File: config.mk
export PLATFORM = sky130hd
export DESIGN_NAME = jtframe_i2s_rx
export DESIGN_NICKNAME = d
export VERILOG_FILES = /design/src/rtl/jtframe_i2s_pkg.sv /design/src/rtl/jtframe_i2s_sync.sv /design/src/rtl/jtframe_i2s_rx.sv
export SDC_FILE = /design/constraint.sdc
export NUM_CORES = 1
export LEC_CHECK = 0
export BUFFER_PORTS_ARGS = -buffer_cell sky130_fd_sc_hd__clkbuf_2
export CAP_MARGIN = 20
export CORE_AREA = 2 2 131 133
export DETAILED_ROUTE_END_ITERATION = 10
export DIE_AREA = 0 0 133 135
export PLACE_DENSITY = 0.45
export SLEW_MARGIN = 40
export SYNTH_ARGS = -nofsm -noshare
export SYNTH_HDL_FRONTEND = slang
export SYNTH_SLANG_ARGS = --single-unit
File: constraint.sdc
create_clock -name clk -period 9.3 [get_ports clk]
set_input_delay 0.465 -clock clk [delete_from_list [all_inputs] [get_ports clk]]
set_output_delay 0.465 -clock clk [all_outputs]
set_load 0.03 [all_outputs]
File: src/rtl/jtframe_i2s_pkg.sv
// Shared I2S definitions: receiver FSM encoding and channel identifiers.
// Used by the receiver RTL and by the bench's transmitter model.
package jtframe_i2s_pkg;

  localparam logic [0:0] ALIGN = 1'b0;
  localparam logic [0:0] SHIFT = 1'b1;

  typedef enum logic {
    CH_L = 1'b0,
    CH_R = 1'b1
  } ch_e;

  // LRCLK level that carries a given channel.
  function automatic logic lr_of(ch_e ch);
    return ch == CH_R;
  endfunction

endpackage

File: src/rtl/jtframe_i2s_sync.sv
// SYNC-deep synchroniser for BCLK/LRCLK/SDATA plus a BCLK rising-edge detector.
module jtframe_i2s_sync #(
  parameter int SYNC = 2
) (
  input  logic clk,
  input  logic rst,
  input  logic i2s_bclk,
  input  logic i2s_lrclk,
  input  logic i2s_data,
  output logic bclk_rise,
  output logic lr_s,
  output logic dat_s
);

  logic [SYNC-1:0] bclk_sr, lr_sr, dat_sr;
  logic            bclk_d;

  // NOTE: sequential state always uses non-blocking assignments so every
  // flop samples the pre-edge value of its neighbours.
  always_ff @(posedge clk) begin
    if (rst) begin
      bclk_sr <= '0;
      lr_sr   <= '0;
      dat_sr  <= '0;
      bclk_d  <= 1'b0;
    end else begin
      bclk_sr <= {bclk_sr[SYNC-2:0], i2s_bclk};
      lr_sr   <= {lr_sr[SYNC-2:0],   i2s_lrclk};
      dat_sr  <= {dat_sr[SYNC-2:0],  i2s_data};
      bclk_d  <= bclk_sr[SYNC-1];
    end
  end

  assign bclk_rise = bclk_sr[SYNC-1] & ~bclk_d;
  assign lr_s      = lr_sr[SYNC-1];
  assign dat_s     = dat_sr[SYNC-1];

endmodule

File: src/rtl/jtframe_i2s_rx.sv
// I2S receiver: oversamples an external I2S stream on clk and delivers signed
// left/right PCM pairs with a one-cycle sample strobe.
module jtframe_i2s_rx
  import jtframe_i2s_pkg::*;
#(
  parameter int DW      = 16,
  parameter int SYNC    = 2,
  parameter int TIMEOUT = 1024
) (
  input  logic          clk,
  input  logic          rst,
  input  logic          i2s_bclk,
  input  logic          i2s_lrclk,
  input  logic          i2s_data,
  output logic [DW-1:0] snd_left,
  output logic [DW-1:0] snd_right,
  output logic          sample,
  output logic          locked,
  output logic          short_err
);

  localparam int BW = $clog2(DW+1);
  localparam int TW = $clog2(TIMEOUT+1);

  logic          bclk_rise, lr_s, dat_s;
  logic [0:0]    st;
  ch_e           ch;
  logic [BW-1:0] bitcnt, fin_cnt, shamt;
  logic [DW-1:0] sreg, fin_sreg, word, left_pend;
  logic [TW-1:0] tcnt;
  logic          lr_prev, lr_edge, full;

  jtframe_i2s_sync #(.SYNC(SYNC)) u_sync (
    .clk       (clk),
    .rst       (rst),
    .i2s_bclk  (i2s_bclk),
    .i2s_lrclk (i2s_lrclk),
    .i2s_data  (i2s_data),
    .bclk_rise (bclk_rise),
    .lr_s      (lr_s),
    .dat_s     (dat_s)
  );

  // The rise that shows the LRCLK edge carries the closing word's LSB, so it
  // completes that word (if room remains) rather than starting the next one.
  // NOTE: every always_comb output is assigned on all paths to avoid latches.
  always_comb begin
    full     = bitcnt == BW'(DW);
    fin_sreg = full ? sreg   : {sreg[DW-2:0], dat_s};
    fin_cnt  = full ? bitcnt : bitcnt + 1'b1;
    shamt    = BW'(DW) - fin_cnt;
    word     = fin_sreg << shamt;
    lr_edge  = lr_s != lr_prev;
  end

  // NOTE: the shift register and pending word are plain flops, so they are
  // cleared by reset like any other state; there is no memory array here.
  always_ff @(posedge clk) begin
    if (rst) begin
      st        <= ALIGN;
      ch        <= CH_L;
      bitcnt    <= '0;
      sreg      <= '0;
      left_pend <= '0;
      lr_prev   <= 1'b0;
      tcnt      <= '0;
      snd_left  <= '0;
      snd_right <= '0;
      sample    <= 1'b0;
      locked    <= 1'b0;
      short_err <= 1'b0;
    end else begin
      sample <= 1'b0;
      if (bclk_rise) begin
        tcnt    <= '0;
        lr_prev <= lr_s;
        if (st == ALIGN) begin
          if (lr_edge && !lr_s) begin
            st     <= SHIFT;
            ch     <= CH_L;
            bitcnt <= '0;
            sreg   <= '0;
          end
        end else if (!lr_edge) begin
          if (!full) begin
            sreg   <= {sreg[DW-2:0], dat_s};
            bitcnt <= bitcnt + 1'b1;
          end
        end else if (lr_s == lr_of(ch)) begin
          // Edge towards the level we are already in: an LRCLK edge was lost.
          st     <= ALIGN;
          sreg   <= '0;
          bitcnt <= '0;
        end else begin
          if (fin_cnt < BW'(DW)) short_err <= 1'b1;
          sreg   <= '0;
          bitcnt <= '0;
          if (ch == CH_L) begin
            left_pend <= word;
            ch        <= CH_R;
          end else begin
            snd_left  <= left_pend;
            snd_right <= word;
            sample    <= 1'b1;
            locked    <= 1'b1;
            ch        <= CH_L;
          end
        end
      end else if (tcnt == TW'(TIMEOUT)) begin
        locked <= 1'b0;
        st     <= ALIGN;
        sreg   <= '0;
        bitcnt <= '0;
      end else begin
        tcnt <= tcnt + 1'b1;
      end
    end
  end

endmodule
### After elaboration in Yosys (flattened, before gate mapping)

Cells that the tools add are included.

* add/sub/neg operators: 3
* magnitude comparators: 1
* equal/unequal tests: 11
* shift operators: 1
* muxes and demuxes: 29
* bitwise logic cells: 7
* reduce and logical (&&, ||, !) cells: 12

Operators with widths (count)
* 2-to-1 mux 16 bit: 6
* 2-to-1 mux 5 bit: 6
* AND reduction 5 bit: 4
* 2-to-1 mux 1 bit: 17
* << shifter 16 x 5 -> 16 bit: 1
* adder 11 x 1 -> 11 bit (second input constant): 1
* equality test 11 bit (second input constant): 1
* != test 2 x 1 -> 1 bit (second input constant): 4
* inverter 1 bit: 6
* adder 5 x 1 -> 5 bit (second input constant): 1
* equality test 5 bit (second input constant): 1
* less-than comparator 5 bit (second input constant): 1
* OR reduction 5 bit: 1
* subtractor 5 bit (first input constant): 1
* != test 2 bit (second input constant): 2
* AND reduction 4 bit: 1
* nonzero test 2 bit: 2
* != test 3 x 1 -> 1 bit (second input constant): 1
* AND reduction 2 bit: 1
* OR reduction 2 bit: 1
* AND 1 bit: 1
* equality test 1 bit: 1
* logical AND 1 bit: 1
* zero test 1 bit: 1
* != test 1 bit: 1

* register bits: 93
* input bits: 5
* output and inout port bits: 35
* logic and storage cells: 80

### Logic depth before layout (Yosys ltp)

Gate-level depths: netlist of run 1.

* word-level depth: 5
* gate-level depth with buffers: 15
* depth with buffers taken out: 11

### Modules after synthesis

A second synthesis of run 1 with hierarchy kept.

* cell total of the unflattened synthesis: 623
* area, all modules: 5132.4 µm²

By module, submodules not included
* jtframe_i2s_rx: times used 1, cells each 608, area each 4942.2 µm², sequential area each 1721.7 µm²
* jtframe_i2s_sync: times used 1, cells each 15, area each 190.2 µm², sequential area each 140.1 µm²

### Least setup slack after synthesis of run 1

Ideal clock, no wire load.

* kind: reg-to-reg
* start: register bitcnt[0]
* end: register left_pend[8]
* setup time: 0.070 ns
* arrival: 3.188 ns
* data required time: 9.230 ns
* path slack: 6.042 ns
* stages on the path, launching flop included: 15
* path buffers: 3
* period minus slack after synthesis: 3.258 ns
* path through: dfxtp_1 -> buf_2 -> inv_1 -> clkbuf_1 -> ha_1 -> or2_1 -> buf_4 -> mux2i_4 -> nand2_2 -> nor2_1 -> ha_1 -> or4_4 -> o311ai_1 -> nand3_1 -> a21oi_1

* cells in the longest elaborated chain, start to end: 4
* elaborated cells on any way between the ends: 6
* those cells by class: add/sub (2); eq/ne (1); shift (1); mux (2)

Ends and longest elaborated chain
* start: declaration: RTL line jtframe_i2s_rx.sv:28 `logic [BW-1:0] bitcnt, fin_cnt, shamt;`
* start signal: assignment: RTL line jtframe_i2s_rx.sv:87 `bitcnt <= bitcnt + 1'b1;`
* adder 5 x 1 -> 5 bit / equality test 5 bit (equally long branches): RTL line jtframe_i2s_rx.sv:50, jtframe_i2s_rx.sv:48
* 2-to-1 mux 5 bit
* subtractor 5 bit: RTL line jtframe_i2s_rx.sv:51 `shamt = BW'(DW) - fin_cnt;`
* << shifter 16 x 5 -> 16 bit (*): RTL line jtframe_i2s_rx.sv:52 `word = fin_sreg << shamt;`
* end signal: assignment: RTL line jtframe_i2s_rx.sv:99 `left_pend <= word;`
* end: declaration: RTL line jtframe_i2s_rx.sv:29 `logic [DW-1:0] sreg, fin_sreg, word, left_pend;`

Every way passes the cells marked *; elsewhere a longest branch is shown, timed or not.
A chain may end at the register's enable or synchronous reset.

### Worst setup path in the final report of run 1

* start: register bitcnt[0]
* end: register snd_right[2]

* cells in the longest elaborated chain, start to end: 4
* elaborated cells on any way between the ends: 6
* those cells by class: add/sub (2); eq/ne (1); shift (1); mux (2)

Ends and longest elaborated chain
* adder 5 x 1 -> 5 bit / equality test 5 bit (equally long branches): RTL line jtframe_i2s_rx.sv:50, jtframe_i2s_rx.sv:48
* 2-to-1 mux 5 bit
* subtractor 5 bit: RTL line jtframe_i2s_rx.sv:51
* << shifter 16 x 5 -> 16 bit (*): RTL line jtframe_i2s_rx.sv:52
* end signal: assignment: RTL line jtframe_i2s_rx.sv:103 `snd_right <= word;`
* end: declaration: RTL line jtframe_i2s_rx.sv:16 `output logic [DW-1:0] snd_right,`

Marks and branches as above.

==> metrics.txt, run 1 <==
worst path bufs/invs 3; max frequency 0.230 GHz; largest net degree at the start of global routing 85; Slew @ Worst Pin 847 ps; Core Region 16,400 um2; clk root buf clkbuf_16; EDFF count, synth 0; Area Growth Syn to Fin 12.3%; LEAKAGE 0.00189 uW; IO Port Bufs 39; clock slew at reported path FFs 60 ps; crit path cell chain buf_4 -> inv_1 -> ha_1 -> buf_4 -> nand2b_1 -> mux2i_4 -> nand2_2 -> nor2_1 -> ha_1 -> nand3b_1 -> nor3_1 -> nand2_1 -> a21oi_1; min cycle time layout 4350 ps; final setup violation count 0; async set-or-reset flop fraction in the synthesized netlist 0; Net count, final 625; full die area 18,000 um2; wire per inst 16.4 um; RSZ-0062 raised after global routing no; fin crit share 0.468; starting density of the core 0.299; Post-CTS Setup Repair Bufs 0; setup tns final 0 ps; Routed WL 13.8 mm; P_int 626 uW; yosys warns 0; post-synthesis sequential area ratio 0.379; antenna violations before repair 0; CP Capture Type register; Crit path required time 9580 ps; Overflow after GRT 0; DR vias 4,374; # hold bufs at CTS 0; Post-Syn Area 4910 um2; CP max stage cell ha_1; Max-Cap Viols 0; Cell Rows 47; Slew Limit Headroom 0.432; share of layout cells above drive strength 1 0.154; peak supply drop 0.0801 mV; post-route ant nets 0; Starting DRT DRC Count 469; Power Dens Cells 146 nW/um2; CTS tree done; later-pin clock latency in the skew report 350 ps; CTS sink cnt 93; Gate power share 0.021; die extent in y 135 um; Power Total 806 uW; maximum fanout along the worst path 40; Distinct cells, synth 66; WS Path Type reg -> reg; diode count 0; post-detail-place hpwl 9.60 mm; worst clock skew 9.47 ps; Worst setup SP type register; final hold vios 0; Vias/cell 5.22; sequential power share 0.500; first-pass GRT wire length 22.3 mm; cts repair resizes 0; critical path's largest stage delay 660 ps; switch share 0.223; Ports 40; outcome finished clean; Psw 180 uW; die width 133 um; clock buffer depth 2; GRT Util Overall 0.158; CTS HTree Levels 3; Pins Over Slew Limit 0; prevailing post-synth register cell dfxtp_1; drt pass-1 iters 5; cell count after synthesis 609; synthesized flop and latch total 93; Filler Cell Count 1,754; clock share of power 0.480; delay-heaviest family, CP simple AND/OR/NAND/NOR gates; TritonCTS buffer count 9; Synth Net Count 621; CP arrival 4630 ps; # DRC 0; worst min path class in -> reg; vias in the first global route 4,103; Syn Area/Cell 8.06 um2; RD Place Congestion 0.883
## cell usage in the layout (no fill, tap or decap), types with 5 or more instances in the layout
cell       instances
dfxtp_1           93
nand2_1           79
nor2_1            74
a21oi_1           56
clkbuf_2          39
a22oi_1           29
nor3_1            21
o21ai_0           21
nand3_1           19
nand2b_1          12
inv_1             10
mux2i_1           10
clkbuf_16          9
nor2b_1            8
buf_4              8
or3_1              7
a211oi_1           7
ha_1               7
xnor2_1            6
xor2_1             6
a31oi_1            6
o22ai_1            6
a211oi_2           6
o32ai_1            5
## through the flow
stage | std cells | setup slack, ps | util | area, um2 | hold slack [ps]
after floorplan | 609 | 6040 | - | 4910 | 414
after global placement | 822 | 5120 | 0.317 | 5190 | 427
after detailed placement | 822 | 4980 | 0.317 | 5200 | 424
after CTS | 838 | 4970 | 0.336 | 5510 | 328
after global routing | 838 | 4480 | 0.336 | 5510 | 353
final | 838 | 4950 | 0.336 | 5510 | 339
## final timing paths
kind / start / endpoint / slack [ps] / cells past startpoint
worst min register to register: u_sync.lr_sr[0] / u_sync.lr_sr[1] / 440 / 1
worst max-delay path: bitcnt[0] / snd_right[2] / 4950 / 13
worst max register to register: bitcnt[0] / snd_right[2] / 4950 / 13
worst min-delay path: i2s_data / u_sync.dat_sr[0] / 340 / 2
## Yosys cell counts, drive strengths merged (13+ instances only)
cell / n / share of area
a21oi: 56 / 0.057
nand3: 19 / 0.019
nor3: 22 / 0.023
dfxtp: 93 / 0.38
o21ai: 24 / 0.025
nor2: 75 / 0.057
nand2: 80 / 0.062
buf: 20 / 0.025
a211oi: 13 / 0.026
a22oi: 31 / 0.049
clkbuf: 35 / 0.027
## cells by family after synthesis
logic type / count (synthesis) / synth area share
simple gates: 248 / 0.235
compound gates: 163 / 0.229
flops: 93 / 0.379
buf+inv: 65 / 0.0594
mux: 19 / 0.0510
xor+xnor: 14 / 0.0280
fa+ha+maj: 7 / 0.0178
## flip-flops by register name (all words and copies together), names as in the netlist, 2 cells and up
register	cells
bitcnt	5
left_pend	16
snd_left	16
snd_right	16
sreg	16
tcnt	11
u_sync.bclk_sr	2
u_sync.dat_sr	2
u_sync.lr_sr	2
## per-layer routing
metal	routed length, um	vias up	share of wire	global-route usage
met5	0	-	0	0
met4	242	0	0.018	0.0544
met3	650	16	0.047	0.0364
met2	5980	113	0.43	0.237
met1	6890	2078	0.50	0.223
li1	-	2167	-	-
## power by group through the flow
stage / logic (uW) / registers (uW) / clock network, uW
final: 16.8 / 402 / 386
after global routing: 19.4 / 403 / 416
after CTS: 17.2 / 402 / 402
after detailed placement: 17.2 / 412 / 0
after global placement: 16.8 / 412 / 0
after floorplan: 12.6 / 411 / 0
## layout make-up
type / count / area (um2) / area share
Multi-Input combinational cell: 451 / 2760 / 0.500
Clock inverter: 6 / 75.1 / 0.0136
Timing Repair Buffer: 48 / 267 / 0.0484
Tap cell: 220 / 275 / 0.0499
Inverter: 10 / 37.5 / 0.00681
Sequential cell: 93 / 1860 / 0.338
Clock buffer: 10 / 239 / 0.0434
(Power assumes the default switching activity.)
==> run 2, diff against run 1 <==
- PLACE_DENSITY: 0.45 -> 0.47
- clock period: 9.3 -> 3.7 ns (I/O delays scaled with it)
==> run 2 against run 1 <==
Wire length is 2.7% lower. Register-to-register slack got worse by 4500 ps. Clock skew is 1.0 ps lower. Sequential cell count did not move. Setup slack worse by 4500 ps. Combinational power grew to 2.5 times the previous value. Global-route usage is 0.42 points lower. Worst hold slack worse by 300 ps. Critical path depth is 2 lower. Die area did not move. Critical path type unchanged. Critical endpoint is now snd_right[0].
==> metrics.txt, run 2 (same netlist as run 1, synthesis figures left out) <==
outcome finished clean; IO Port Bufs 39; Net count, final 631; TritonCTS buffer count 9; Power Total 1960 uW; Vias/cell 5.17; cell count of the worst reg-to-reg path 11; later-pin clock latency in the skew report 350 ps; final setup violation count 0; DR vias 4,364; min cycle time layout 3290 ps; maximum fanout along the worst path 39; Crit path required time 3990 ps; Slew @ Worst Pin 723 ps; hold wc startpoint i2s_bclk; most frequent cells in the layout 93 x dfxtp_1, 79 x nand2_1, 74 x nor2_1; Area Growth Syn to Fin 13.0%; post-route ant nets 0; Hold Crit Depth 2; Pins Over Slew Limit 0; most common cell after layout, fill and taps aside dfxtp_1; highest routed layer met4; met2 wire len 6.04 mm; LEAKAGE 0.00191 uW; CTS HTree Levels 3; Routed WL 13.4 mm; Placed Cells 828; share of layout cells above drive strength 1 0.162; die width 133 um; # hold bufs at CTS 0; Hold Path Sink u_sync.bclk_sr[0]; CP arrival 3580 ps; starting density of the core 0.299; Starting DRT DRC Count 414; clock buffer depth 2; full die area 18,000 um2; peak supply drop 0.193 mV; pre-CTS setup slack 463 ps; fin crit share 0.890; final hold vios 0; Metal-1 WL 6.62 mm; Ports 40; max frequency 0.304 GHz; instance area after placement 5240 um2; diode count 0; Post-CTS Setup Repair Bufs 0; Core Region 16,400 um2; CTS sink cnt 93; wire per inst 15.9 um; Power Dens Cells 354 nW/um2; final instance area 5550 um2; largest net degree at the start of global routing 40; CTS tree done; WS Path Type reg -> reg; Overflow after GRT 0; reg2reg start bitcnt[0]; non-filler cells, final 844; antenna violations before repair 0; Max-Cap Viols 0; post-detail-place hpwl 9.32 mm; setup ws final 409 ps; GRT Util Overall 0.154; die extent in y 135 um; clock slew at reported path FFs 70 ps; RD Place Congestion 0.863; worst clock skew 8.47 ps; Worst setup SP type register; cts repair resizes 0; drt pass-1 iters 5; worst min path class in -> reg; Filler Cell Count 1,748; Slew Limit Headroom 0.515; WL met3 565 um; RSZ-0062 raised after global routing no; setup tns final 0 ps; clk root buf clkbuf_16; worst r2r dst snd_right[0]; Cell Rows 47; vias in the first global route 4,110; Reg2Reg Setup Slack 410 ps; first-pass GRT wire length 22.2 mm; # DRC 0; CP Capture Type register
==> run 2: cell count changes in the layout (fill, tap and decap cells not counted), sizes merged <==
cell | previous run | this run
clkbuf | 49 | 48
buf | 9 | 15
clkinv | 0 | 1
bufinv | 1 | 0
clkinvlp | 1 | 2
==> run 2: power breakdown <==
part	internal [uW]	total (uW)	leakage, uW	switching [uW]
logic	12.4	42.3	0.00102	29.9
registers	1010	1010	0.000751	4.92
clock network	473	909	0.000138	435
==> run 2: how the worst max path moves through the flow <==
stage / startpoint / endpoint / slack [ps] / cells past startpoint
after floorplan: bitcnt[0] / left_pend[8] / 440 / 14
after global placement: bitcnt[0] / snd_right[0] / 560 / 11
after detailed placement: bitcnt[0] / left_pend[13] / 460 / 11
after CTS: bitcnt[0] / left_pend[13] / 450 / 11
after global routing: bitcnt[0] / snd_right[0] / 110 / 11
final: bitcnt[0] / snd_right[0] / 410 / 11
==> run 2: worst max-delay path, stage by stage, from the launching register on <==
cell and delay (ps):
dfxtp_1 330, buf_4 380, ha_1 250, nand2b_1 150, o21a_1 320, nand2_2 120, nor2_1 140, ha_1 320
nand3b_1 500, nor3_1 480, nand2_1 100, a21oi_1 130
==> run 2: area by class of cell <==
class / instances / area [um2] / area share
multi-input combinational: 451 / 2770 / 0.500
sequential: 93 / 1860 / 0.336
timing repair buffer: 54 / 308 / 0.0555
tap: 220 / 275 / 0.0496
clock buffer: 9 / 225 / 0.0406
clock inverter: 7 / 66.3 / 0.0120
inverter: 10 / 37.5 / 0.00677
==> run 2: per-stage QoR <==
step | util | hold WS (ps)
floorplan | - | 313
global placement | 0.319 | 400
detailed placement | 0.320 | 403
CTS | 0.337 | 35.2
global route | 0.338 | 56.1
finish | 0.338 | 42.4
==> run 2: layer usage <==
metal / vias to the layer above / global-route usage
li1: 2177 / -
met1: 2082 / 0.218
met2: 92 / 0.240
met3: 13 / 0.0285
met4: 0 / 0.0418
met5: - / 0
==> run 3, diff against run 2 <==
- ABC_AREA: not set -> 1
- BUFFER_PORTS_ARGS: -buffer_cell sky130_fd_sc_hd__clkbuf_2 -> not set
- CORE_AREA: 2 2 131 133 -> 2 2 128 130
- DIE_AREA: 0 0 133 135 -> 0 0 130 132
- DONT_BUFFER_PORTS: not set -> 1
- PLACE_DENSITY: 0.47 -> 0.44
==> run 3 against run 2 <==
Combinational power is 21% higher. Total power increased by 1.7%. Worst hold slack better by 1.3 ps. Synthesized cell count up 13%. Die area shrank 4.4%. Highest routed layer unchanged. Count of clock-buffer cells in the layout is 1 higher. Critical path depth rose by 3. Sequential share of layout area increased by 2.8 points. Register-to-register slack gained 370 ps. Setup slack better by 370 ps. Largest power group unchanged. Sequential cell count unchanged.
==> metrics.txt, run 3 <==
yosys warns 0; Syn Area/Cell 6.71 um2; Area Growth Syn to Fin 10.5%; final setup violation count 0; starting density of the core 0.294; Slew Limit Headroom 0.526; clk root buf clkbuf_16; Post-CTS Setup Repair Bufs 0; Starting DRT DRC Count 231; Distinct cells, synth 28; Synth Net Count 701; Routed WL 11.6 mm; crit path cell chain inv_1 -> ha_1 -> nand2_1 -> inv_1 -> nand2_1 -> nand2_1 -> inv_1 -> nor2_1 -> nand2_1 -> inv_1 -> ha_1 -> nor2_2 -> nand4_1 -> a21oi_1; most common cell after layout, fill and taps aside nand2_1; RD Place Congestion 0.841; drt pass-1 iters 5; most instantiated library cell after synthesis nand2_1; worst clock skew 10.4 ps; antenna violations before repair 0; GRT Util Overall 0.143; peak supply drop 0.207 mV; CP Capture Type register; Slew @ Worst Pin 710 ps; outcome finished clean; commonest cells in the synthesized netlist 191 x nand2_1, 93 x dfxtp_1, 73 x nand3_1; Power Dens Cells 390 nW/um2; Vias/cell 4.65; Ports 40; CTS tree done; maximum fanout along the worst path 12; final hold vios 0; Worst path depth 14; Filler Cell Count 1,725; Max-Cap Viols 0; post-route ant nets 0; min cycle time layout 2920 ps; share of layout cells above drive strength 1 0.0632; first-pass GRT wire length 19.6 mm; cell count of the worst reg-to-reg path 14; critical path's largest stage delay 480 ps; post-detail-place hpwl 8.14 mm; IO Port Bufs 0; clock slew at reported path FFs 70 ps; prevailing post-synth register cell dfxtp_1; synthesized flop and latch total 93; die extent in y 132 um; fin crit share 0.790; later-pin clock latency in the skew report 350 ps; Cell Rows 46; hold_ws 43.7 ps; RSZ-0062 raised after global routing no; CTS sink cnt 93; Pins Over Slew Limit 0; TritonCTS buffer count 9; WS Path Type reg -> reg; worst path bufs/invs 4; Crit path required time 3970 ps; die width 130 um; largest net degree at the start of global routing 44; Overflow after GRT 0; full die area 17,200 um2; vias in the first global route 3,807; CP max stage cell nor2_2; diode count 0; area leader, netlist dfxtp_1; Core Region 15,700 um2; Net count, final 687; CP arrival 3200 ps; wire per inst 13.0 um; max frequency 0.342 GHz; Hold Crit Depth 3; async set-or-reset flop fraction in the synthesized netlist 0; EDFF count, synth 0; DR vias 4,162; LEAKAGE 0.00206 uW; post-route core utilization 0.325; # DRC 0; cell count after synthesis 689; worst min path class in -> reg; post-synthesis sequential area ratio 0.402; delay-heaviest family, CP simple AND/OR/NAND/NOR gates; Yosys top cell area share 0.402; Synth area leaders dfxtp_1 40%, nand2_1 15%, nand3_1 7.9%; most frequent cells in the layout 191 x nand2_1, 93 x dfxtp_1, 73 x nand3_1; clock buffer depth 2; setup tns final 0 ps; Post-Syn Area 4630 um2; CTS HTree Levels 3; Worst setup SP type register
## run 3: cell types whose count changed in the layout (fill, tap and decap cells not counted), sizes merged, moves of 11 or more
cell    before  now
a211oi      13    1
a21oi       56   67
a22oi       31    0
clkbuf      48   10
inv         14   70
mux2i       12    0
nand2       80  198
nand2b      12    0
nand3       19   79
nor3        22    4
o21ai       24   56
## run 3: final cells by class
cell class                 instances  area, um2  area share
clock buffer                      10        229      0.0448
clock inverter                     6       71.3      0.0139
inverter                          69        259      0.0506
multi-input combinational        493       2320       0.454
sequential                        93       1860       0.364
tap                              216        270      0.0529
timing repair buffer               9        100      0.0196
## run 3: worst reg2reg max path, cell delays in order (launching register included)
cell	delay, ps
dfxtp_1	370
inv_1	160
ha_1	170
nand2_1	60
inv_1	160
nand2_1	150
nand2_1	160
inv_1	80
nor2_1	180
nand2_1	90
inv_1	80
ha_1	290
nor2_2	480
nand4_1	230
a21oi_1	180
## run 3: worst paths after layout
| path | slack [ps] | start | endpoint |
|---|---|---|---|
| hold reg to reg | 400 | u_sync.dat_sr[0] | u_sync.dat_sr[1] |
| setup reg to reg | 780 | bitcnt[0] | left_pend[2] |
| hold / removal | 40 | rst | tcnt[1] |
| setup / recovery | 780 | bitcnt[0] | left_pend[2] |
## run 3: what timing repair did
item	CTS	global route
hold endpoints to repair	39	0
resized for setup	0	0
hold buffers	4	0
## run 3: cells by family (layout without fill, tap and decap cells)
logic type,after synthesis,in the layout,synth area share
xor gates and xnor gates,3,3,0.00568
DFF,93,93,0.402
AOI/OAI and AO/OA,126,126,0.140
buffers and inverters,103,94,0.0979
adders and majority gates,7,7,0.0189
and+or+nand+nor,357,357,0.335
## run 3: where the power goes
group / switching [uW] / internal [uW]
logic: 35.0 / 16.1
registers: 3.78 / 1010
clock network: 403 / 530
total: 442 / 1550
## run 3: per-stage QoR
step | power [uW] | cells | area (um2) | setup slack, ps
CTS | 2040 | 896 | 5110 | 744
finish | 2000 | 896 | 5110 | 779
global placement | 1070 | 876 | 4760 | 885
detailed placement | 1070 | 876 | 4760 | 777
global route | 2090 | 896 | 5110 | 432
floorplan | 1070 | 689 | 4630 | 1380
## run 3: routing by layer
metal | vias up | share of wire | GRT usage | wire length, um
li1 | 2198 | - | - | -
met1 | 1880 | 0.51 | 0.202 | 5900
met2 | 73 | 0.43 | 0.213 | 5030
met3 | 11 | 0.043 | 0.0325 | 503
met4 | 0 | 0.016 | 0.0502 | 189
met5 | - | 0 | 0 | 0
